$ cat config.mk
export PLATFORM = sky130hd
export DESIGN_NAME = rr_grant_arbiter
export DESIGN_NICKNAME = d
export VERILOG_FILES = /design/src/rtl/rr_grant_arbiter_pkg.sv /design/src/rtl/rr_grant_arbiter_grant_encoder.sv /design/src/rtl/rr_grant_arbiter.sv
export SDC_FILE = /design/constraint.sdc
export NUM_CORES = 1
export LEC_CHECK = 0
export CAP_MARGIN = 20
export CORE_MARGIN = 1
export CORE_UTILIZATION = 50
export DETAILED_ROUTE_END_ITERATION = 10
export GPL_TIMING_DRIVEN = 0
export HOLD_SLACK_MARGIN = 0.05
export MAX_ROUTING_LAYER = met4
export PLACE_DENSITY_LB_ADDON = 0.15
export SKIP_LAST_GASP = 1
export SYNTH_ARGS = -nofsm -noshare
export SYNTH_HDL_FRONTEND = slang
export SYNTH_SLANG_ARGS = --single-unit
export TNS_END_PERCENT = 50
$ cat constraint.sdc
create_clock -name CLK -period 7.89 [get_ports CLK]
set_input_delay 1.578 -clock CLK [delete_from_list [all_inputs] [get_ports CLK]]
set_output_delay 1.578 -clock CLK [all_outputs]
set_load 0.01 [all_outputs]
$ cat src/rtl/rr_grant_arbiter_pkg.sv
// Shared definitions for the round-robin grant arbiter: sizes, hold default, FSM states.
package rr_grant_arbiter_pkg;

  localparam int N            = 8;
  localparam int IDX_W        = 3;
  localparam int HOLD_W       = 8;
  localparam int MAX_HOLD_DEF = 16;

  typedef enum logic [1:0] {
    ST_IDLE  = 2'd0,
    ST_GRANT = 2'd1,
    ST_GAP   = 2'd2
  } state_t;

endpackage

$ cat src/rtl/rr_grant_arbiter_grant_encoder.sv
// One-hot to binary index encoder; an all-zero input encodes to index 0.
module grant_encoder
  import rr_grant_arbiter_pkg::*;
(
  input  logic [N-1:0]     onehot,
  output logic [IDX_W-1:0] idx
);

  // OR together the indices of all set bits; exact for one-hot, 0 for zero input
  always_comb begin
    idx = '0;
    for (int i = 0; i < N; i++) begin
      if (onehot[i]) idx = idx | IDX_W'(i);
    end
  end

endmodule

$ cat src/rtl/rr_grant_arbiter.sv
// Round-robin arbiter for 8 requesters with a bounded hold time and a one-cycle
// turnaround gap between owners. Grant, index and valid are all registered.
module rr_grant_arbiter
  import rr_grant_arbiter_pkg::*;
#(
  parameter int MAX_HOLD = MAX_HOLD_DEF
) (
  input  logic             CLK,
  input  logic             RST,
  input  logic [N-1:0]     REQ,
  output logic [N-1:0]     GNT,
  output logic [IDX_W-1:0] CODE,
  output logic             VALID,
  output logic             TIMEOUT
);

  localparam logic [HOLD_W-1:0] HOLD_LAST = HOLD_W'(MAX_HOLD - 1);

  state_t              state_q, state_nxt;
  logic [IDX_W-1:0]    ptr_q, ptr_nxt;
  logic [HOLD_W-1:0]   hold_q, hold_nxt;
  logic [N-1:0]        gnt_nxt;
  logic [IDX_W-1:0]    code_nxt;
  logic                timeout_nxt;
  logic                win_found;
  logic [IDX_W-1:0]    win_idx;
  logic                others_pending;

  // Rotating priority search: first set request starting at ptr_q, wrapping 7 -> 0
  always_comb begin
    win_found = 1'b0;
    win_idx   = '0;
    for (int k = 0; k < N; k++) begin
      if (!win_found && REQ[ptr_q + IDX_W'(k)]) begin
        win_found = 1'b1;
        win_idx   = ptr_q + IDX_W'(k);
      end
    end
  end

  assign others_pending = |(REQ & ~GNT);

  // Next-state logic; the current owner index is the registered CODE
  always_comb begin
    state_nxt   = state_q;
    gnt_nxt     = GNT;
    ptr_nxt     = ptr_q;
    hold_nxt    = hold_q;
    timeout_nxt = 1'b0;
    case (state_q)
      ST_IDLE, ST_GAP: begin
        gnt_nxt = '0;
        if (win_found) begin
          state_nxt        = ST_GRANT;
          gnt_nxt[win_idx] = 1'b1;
          hold_nxt         = '0;
        end else begin
          state_nxt = ST_IDLE;
        end
      end
      ST_GRANT: begin
        if (!REQ[CODE]) begin
          state_nxt = ST_GAP;
          gnt_nxt   = '0;
          ptr_nxt   = CODE + IDX_W'(1);
        end else if (hold_q == HOLD_LAST && others_pending) begin
          state_nxt   = ST_GAP;
          gnt_nxt     = '0;
          ptr_nxt     = CODE + IDX_W'(1);
          timeout_nxt = 1'b1;
        end else if (hold_q != HOLD_LAST) begin
          hold_nxt = hold_q + HOLD_W'(1);
        end
      end
      default: begin
        state_nxt = ST_IDLE;
        gnt_nxt   = '0;
      end
    endcase
  end

  grant_encoder u_enc (
    .onehot (gnt_nxt),
    .idx    (code_nxt)
  );

  // State and output registers; reset clears everything including a live grant
  always_ff @(posedge CLK) begin
    if (RST) begin
      state_q <= ST_IDLE;
      ptr_q   <= '0;
      hold_q  <= '0;
      GNT     <= '0;
      CODE    <= '0;
      VALID   <= 1'b0;
      TIMEOUT <= 1'b0;
    end else begin
      state_q <= state_nxt;
      ptr_q   <= ptr_nxt;
      hold_q  <= hold_nxt;
      GNT     <= gnt_nxt;
      CODE    <= code_nxt;
      VALID   <= |gnt_nxt;
      TIMEOUT <= timeout_nxt;
    end
  end

endmodule

; ---- Yosys cells after proc, flatten, opt, wreduce, memory -nomap -nowiden
; Cells that the tools add are included.
[word_totals]
inputBits = 10
output_inout_bits = 13
elab_cells = 124
register_bits = 26
[op_classes]
muxes = 59
reduce_logical = 24
order_cmp = 11
eq_ne = 10
bitwise_logic = 4
n_addsub = 9
[ops]
columns = operator, count
row1 = 8-bit two-way mux, 7
row2 = 3-bit two-way mux, 14
row3 = "3-bit by 4-bit < comparator with 1-bit output, second input constant", 10
row4 = 8-bit one-hot mux with 2 select lines, 2
row5 = 1-bit binary-select mux with 3-bit select, 9
row6 = 1-bit two-way mux, 21
row7 = 8-bit OR reduction, 2
row8 = "3-bit adder, second input constant", 4
row9 = 1-bit logical AND, 9
row10 = "8-bit by 1-bit adder with 8-bit output, second input constant", 1
row11 = 8-bit bitwise AND, 1
row12 = "8-bit by 4-bit == test with 1-bit output, second input constant", 1
row13 = 2-bit two-way mux, 4
row14 = "2-bit != test, second input constant", 4
row15 = "8-bit by 4-bit != test with 1-bit output, second input constant", 1
row16 = 8-bit inverter, 1
row17 = 1-bit logical NOT, 7
row18 = "3-bit by 1-bit adder with 3-bit output, second input constant", 2
row19 = "3-bit by 2-bit adder with 3-bit output, second input constant", 2
row20 = 5-bit AND reduction, 1
row21 = 2-bit one-hot mux with 2 select lines, 1
row22 = 1-bit demux with 3-bit select, 1
row23 = "3-bit by 1-bit greater-or-equal comparator with 1-bit output, second input constant", 1
row24 = "3-bit != test, second input constant", 1
row25 = 9 further kinds, 10

; ---- Logic depth before layout (Yosys ltp)
[depth]
depth_word = 37
depth_mapped = 13
mapped_depth_nobuf = 9

; ---- Hierarchy
; A second synthesis with hierarchy kept.
[unflattened]
hier_cells = 269
hier_area_um2 = 2338.5
[modules_own_cells]
columns = module, seq_area_each_um2, n_inst, cells_per_inst, area_each_um2
row1 = rr_grant_arbiter, 520.5, 1, 266, 2316.0
row2 = grant_encoder, 0.0, 1, 3, 22.5

; ---- Worst setup path before layout
; Ideal clock, no wire load.
[synth_path]
kind = input to register
from = input port REQ[3]
to = register GNT[1]
setup_time_ns = 0.087
required_time_ns = 7.803
setup_slack_ns = 4.126
stages = 7
arrival_ns = 3.677
path_buffers = 0
path_cell_list = mux4_2 or2_2 o22ai_1 a311oi_1 or4b_1 a211o_1 o31ai_1
[synth_via]
elab_chain_len = 30
elab_cells_between_ends = 60
classes_between = order compare (2) / mux (40) / bitwise (1) / reduce/logical (17)
[synth_lines]
columns = item, line
row1 = start: declaration, rr_grant_arbiter.sv:10  ; input logic [N-1:0] REQ,
row2 = 1-bit binary-select mux with 3-bit select, rr_grant_arbiter.sv:34  ; if (!win_found && REQ[ptr_q + IDX_W'(k)]) begin
row3 = 1-bit two-way mux (implied by the code), rr_grant_arbiter.sv:34
row4 = 1-bit two-way mux, rr_grant_arbiter.sv:34
row5 = 1-bit logical NOT, rr_grant_arbiter.sv:34
row6 = 1-bit logical AND, rr_grant_arbiter.sv:34
row7 = 1-bit two-way mux, rr_grant_arbiter.sv:34
row8 = 1-bit logical NOT, rr_grant_arbiter.sv:34
row9 = 1-bit logical AND, rr_grant_arbiter.sv:34
row10 = [... 14 more ...], -
row11 = 1-bit logical AND, rr_grant_arbiter.sv:34
row12 = 3-bit two-way mux, rr_grant_arbiter.sv:34
row13 = 3-bit by 4-bit < comparator with 1-bit output (implied by the code) / 3-bit by 1-bit greater-or-equal comparator with 1-bit output (equally long branches), rr_grant_arbiter.sv:55  ; gnt_nxt[win_idx] = 1'b1;
row14 = 1-bit logical AND (implied by the code), rr_grant_arbiter.sv:55
row15 = 1-bit two-way mux (implied by the code), rr_grant_arbiter.sv:55
row16 = 1-bit demux with 3-bit select, rr_grant_arbiter.sv:55
row17 = 8-bit two-way mux, rr_grant_arbiter.sv:53  ; if (win_found) begin
row18 = 8-bit one-hot mux with 2 select lines *, rr_grant_arbiter.sv:50  ; case (state_q)
row19 = end signal: assignment, rr_grant_arbiter.sv:101  ; GNT <= gnt_nxt;
row20 = end: declaration, rr_grant_arbiter.sv:11  ; output logic [N-1:0] GNT,
; Mark *: on every way between the ends. The rest lies on a longest branch, timed or not. The select of a mux whose other input is x is not followed.
; A chain may end at the register's enable or synchronous reset.

; ---- Worst setup path after layout
[layout_path]
from = input port REQ[5]
to = register GNT[1]
; Same word-level chain as after synthesis.

==> summary.md <==
| Metric | Value |
|---|---|
| Clock share of power | `17.2%` |
| DR iter-0 viols | `between 100 and 150` |
| Max-cap viol count | `0` |
| PwrDens | `252 mW/mm2` |
| Peak supply drop | `0.000162 V` |
| Clk slew on worst S/H paths | `about 0.09 ns` |
| Die extent in x | `about 68 um` |
| Vias in the first global route | `~1900` |
| Final Slew Violations | `0` |
| Leakage | `0.885 nW` |
| Post-CTS setup buffer count | `0` |
| Slowest library cell on the worst path | `mux4_1` |
| Critical-path cell list | `clkdlybuf4s50_1 -> mux4_1 -> mux2i_4 -> a22oi_1 -> nor2_1 -> or4b_1 -> a211o_1 -> o31ai_1` |
| CTS H-tree lvls | `1` |
| Total grt overflow | `0` |
| Post-synthesis sequential area ratio | `a little under a quarter` |
| CTS tree | `built` |
| Clock period minus worst slack | `between 4 and 5 ns` |
| Antenna violations before repair | `0` |
| Maximum clock insertion buffer count | `2` |
| Slew margin rel. | `between 50% and 60%` |
| Status | `finished, final reports clean` |
| Post-route DRC | `0` |
| CTS Buf Count | `3` |
| DR WL/cell | `around 17 um` |
| Setup TNS | `0 ns` |
| Post-Syn Area | `~0.0022 mm2` |
| Layout overhead on the synthesized area | `16.0%` |
| Switching Fraction | `between 40% and 50%` |
| Combinational power share | `around 57%` |
| Worst Tran Pin Value | `0.618 ns` |
| Max frequency | `227 MHz` |
| Num rows | `23` |
| Post-Place Worst Slack | `~3.2 ns` |
| Final hold vios | `0` |
| Skew-Pair Late Insertion Delay | `0.27 ns` |
| RSZ-0062 raised after global routing | `no` |
| Register bit total from synthesis | `26` |
| CP startpoint kind | `input port` |
| CP peak stage delay | `about 0.63 ns` |
| Ys async rst share | `0%` |
| Hold buffer count at cts | `0` |
| Final instance area | `between 0.002 and 0.003 mm2` |
| Gate Count Post-Synth | `237` |
| Worst Skew | `between 0.005 and 0.006 ns` |
| DRT antenna net count | `0` |
| Final-report setup violation count | `0` |
| Synth cell types | `56` |
| DR vias | `2001` |
| Port buffer count | `22` |
| Clk sinks | `26` |
| CTS resizes | `0` |
| Syn Area/Cell | `roughly 9.3 um2` |
| Critical path data arrival time | `about 4.6 ns` |
| Placed inst area | `approximately 0.0025 mm2` |
| Sw Pwr | `263 uW` |
| Wirelength, routed | `5440 um` |
| Initial core utilization | `between 50% and 60%` |
| CP Capture Type | `flop` |
| Die H | `roughly 70 um` |
| Part of the cycle the worst path needs | `55.9%` |
| Hold crit path type | `flop to flop` |
| CP max FO | `10` |
| DP HPWL | `4120 um` |
| Nets | `278` |
| Die Area | `approximately 0.0047 mm2` |
| Ports | `23` |
| Largest net degree at the start of global routing | `16` |
| Prevailing post-synth register cell | `dfxtp_1` |
| Top Family by Delay on Critical Path | `multiplexers` |
| Layout cells sized above 1 | `10.6%` |
| Synth Net Count | `about 250` |
| Critical path buffers and inverters | `1` |
| Sequential share of power | `around a quarter` |
| EDFF count, synth | `0` |
| WP data required | `around 8 ns` |
| DRT Pass-1 Iters | `4` |
| Clock root cell | `clkbuf_8` |
| First-pass GRT wire length | `approximately 9000 um` |
| Core footprint | `about 0.004 mm2` |
| Total Routing Usage GR | `between 20% and 30%` |
| Cell Int Power | `roughly 380 uW` |
| Synth warn | `0` |
| Kind of critical path | `input port to flop` |
| Drt via density | `between 6 and 7` |
| Number of antenna diodes | `0` |
| Final WS setup | `3.48 ns` |
| GPL Wtd Cong | `roughly 0.83` |
power by group through the flow:
stage / combinational, mW / clock [mW] / sequential [mW]
after detailed placement: 0.361 / 0 / 0.171
after global routing: 0.397 / 0.118 / 0.171
final: 0.367 / 0.111 / 0.168
after CTS: 0.363 / 0.114 / 0.168
after global placement: 0.359 / 0 / 0.170
after floorplan: 0.264 / 0 / 0.172
sequential cells by signal, indices dropped and copies added (netlist names):
register and cells:
GNT 8, hold_q 8, CODE 3, TIMEOUT 1, ptr_q 3, VALID 1
state_q 2
routing by layer:
| layer | global-route usage (%) | routed length (um) | up-vias |
|---|---|---|---|
| met2 | 40.8 | 2510 | 52 |
| met3 | 2.63 | 222 | 13 |
| met1 | 36.3 | 2590 | 965 |
| met5 | - | 0 | - |
| met4 | 9.11 | 116 | 0 |
| li1 | - | - | 971 |
worst reg2reg max path, delay by kind of cell (launching register included):
kind | cells | cell delay, ns
buffers and inverters | 3 | 0.50
AO/OA/AOI/OAI | 3 | 0.70
flip-flops | 1 | 0.50
multiplexers | 2 | 0.89
AND/OR/NAND/NOR | 2 | 0.83
adder cells (fa/ha/maj) | 1 | 0.32
final timing paths:
check	startpoint	end	slack [ns]	depth (start not counted)
setup / recovery	REQ[5]	GNT[1]$_SDFF_PP0_	3.48	8
hold / removal	GNT[0]$_SDFF_PP0_	GNT[0]$_SDFF_PP0_	0.48	2
setup reg to reg	ptr_q[0]$_SDFFE_PP0P_	GNT[1]$_SDFF_PP0_	4.09	11
hold reg to reg	GNT[0]$_SDFF_PP0_	GNT[0]$_SDFF_PP0_	0.48	2
layout by cell type, fill, tap and decap left out, types with 5 or more instances in the layout:
cell and n:
mux4_1 5, a22o_1 5, o21ai_0 5, dfxtp_1 26
mux2i_1 9, a21oi_1 11, a32o_1 5, inv_1 15
clkdlybuf4s50_1 22, nor2_1 24, xnor2_1 6, mux4_2 9
nand3_1 9, nand2_1 15, nand2b_1 7, a211oi_1 5
layout make-up:
cell class,count,area (um2)
Multi-Input combinational cell,188,1570
Tap cell,50,62.6
Inverter,15,56.3
Clock buffer,3,41.3
Timing Repair Buffer,22,220
Fill cell,364,1550
Clock inverter,1,30.0
Sequential cell,26,520
Buffer,8,61.3
stage by stage:
stage	total power [mW]	std cells	util, %	hold WS, ns
finish	0.646	313	62.3	0.480
global route	0.685	313	62.3	0.506
floorplan	0.437	237	-	0.485
CTS	0.645	313	62.3	0.482
detailed placement	0.531	309	60.6	0.468
global placement	0.530	309	60.6	0.469
kinds of logic (layout without fill, tap and decap cells):
family	after synthesis	after routing	share of synthesized area, %
AOI/OAI and AO/OA	68	68	23.1
buffers and inverters	23	49	5.32
adders and majority gates	4	4	2.26
and+or+nand+nor	75	75	16.5
xor gates and xnor gates	9	9	3.91
DFF	26	26	23.5
muxes	32	32	25.3
cells in the mapped netlist, types with 3 or more instances:
| cell | instances | share of area (%) |
|---|---|---|
| dfxtp_1 | 26 | 24 |
| nor2_1 | 24 | 4.1 |
| inv_1 | 15 | 2.5 |
| nand2_1 | 15 | 2.5 |
| a21oi_1 | 11 | 2.5 |
| mux2i_1 | 9 | 4.1 |
| mux4_2 | 9 | 9.2 |
| nand3_1 | 9 | 2.0 |
| nand2b_1 | 7 | 2.0 |
| xnor2_1 | 6 | 2.4 |
| a211oi_1 | 5 | 1.7 |
| a22o_1 | 5 | 2.0 |
| a32o_1 | 5 | 2.3 |
| mux4_1 | 5 | 5.9 |
| o21ai_0 | 5 | 1.1 |
| a22oi_1 | 4 | 1.4 |
| ha_1 | 4 | 2.3 |
| mux2_1 | 4 | 2.0 |
| nor2b_1 | 4 | 1.1 |
| o221ai_1 | 4 | 1.6 |
| o31ai_1 | 4 | 1.4 |
| a21o_1 | 3 | 1.0 |
| buf_6 | 3 | 1.5 |
| mux2i_4 | 3 | 3.1 |
| nor4_1 | 3 | 0.85 |
| o41ai_1 | 3 | 1.2 |
Power figures use the tool's default switching activity.
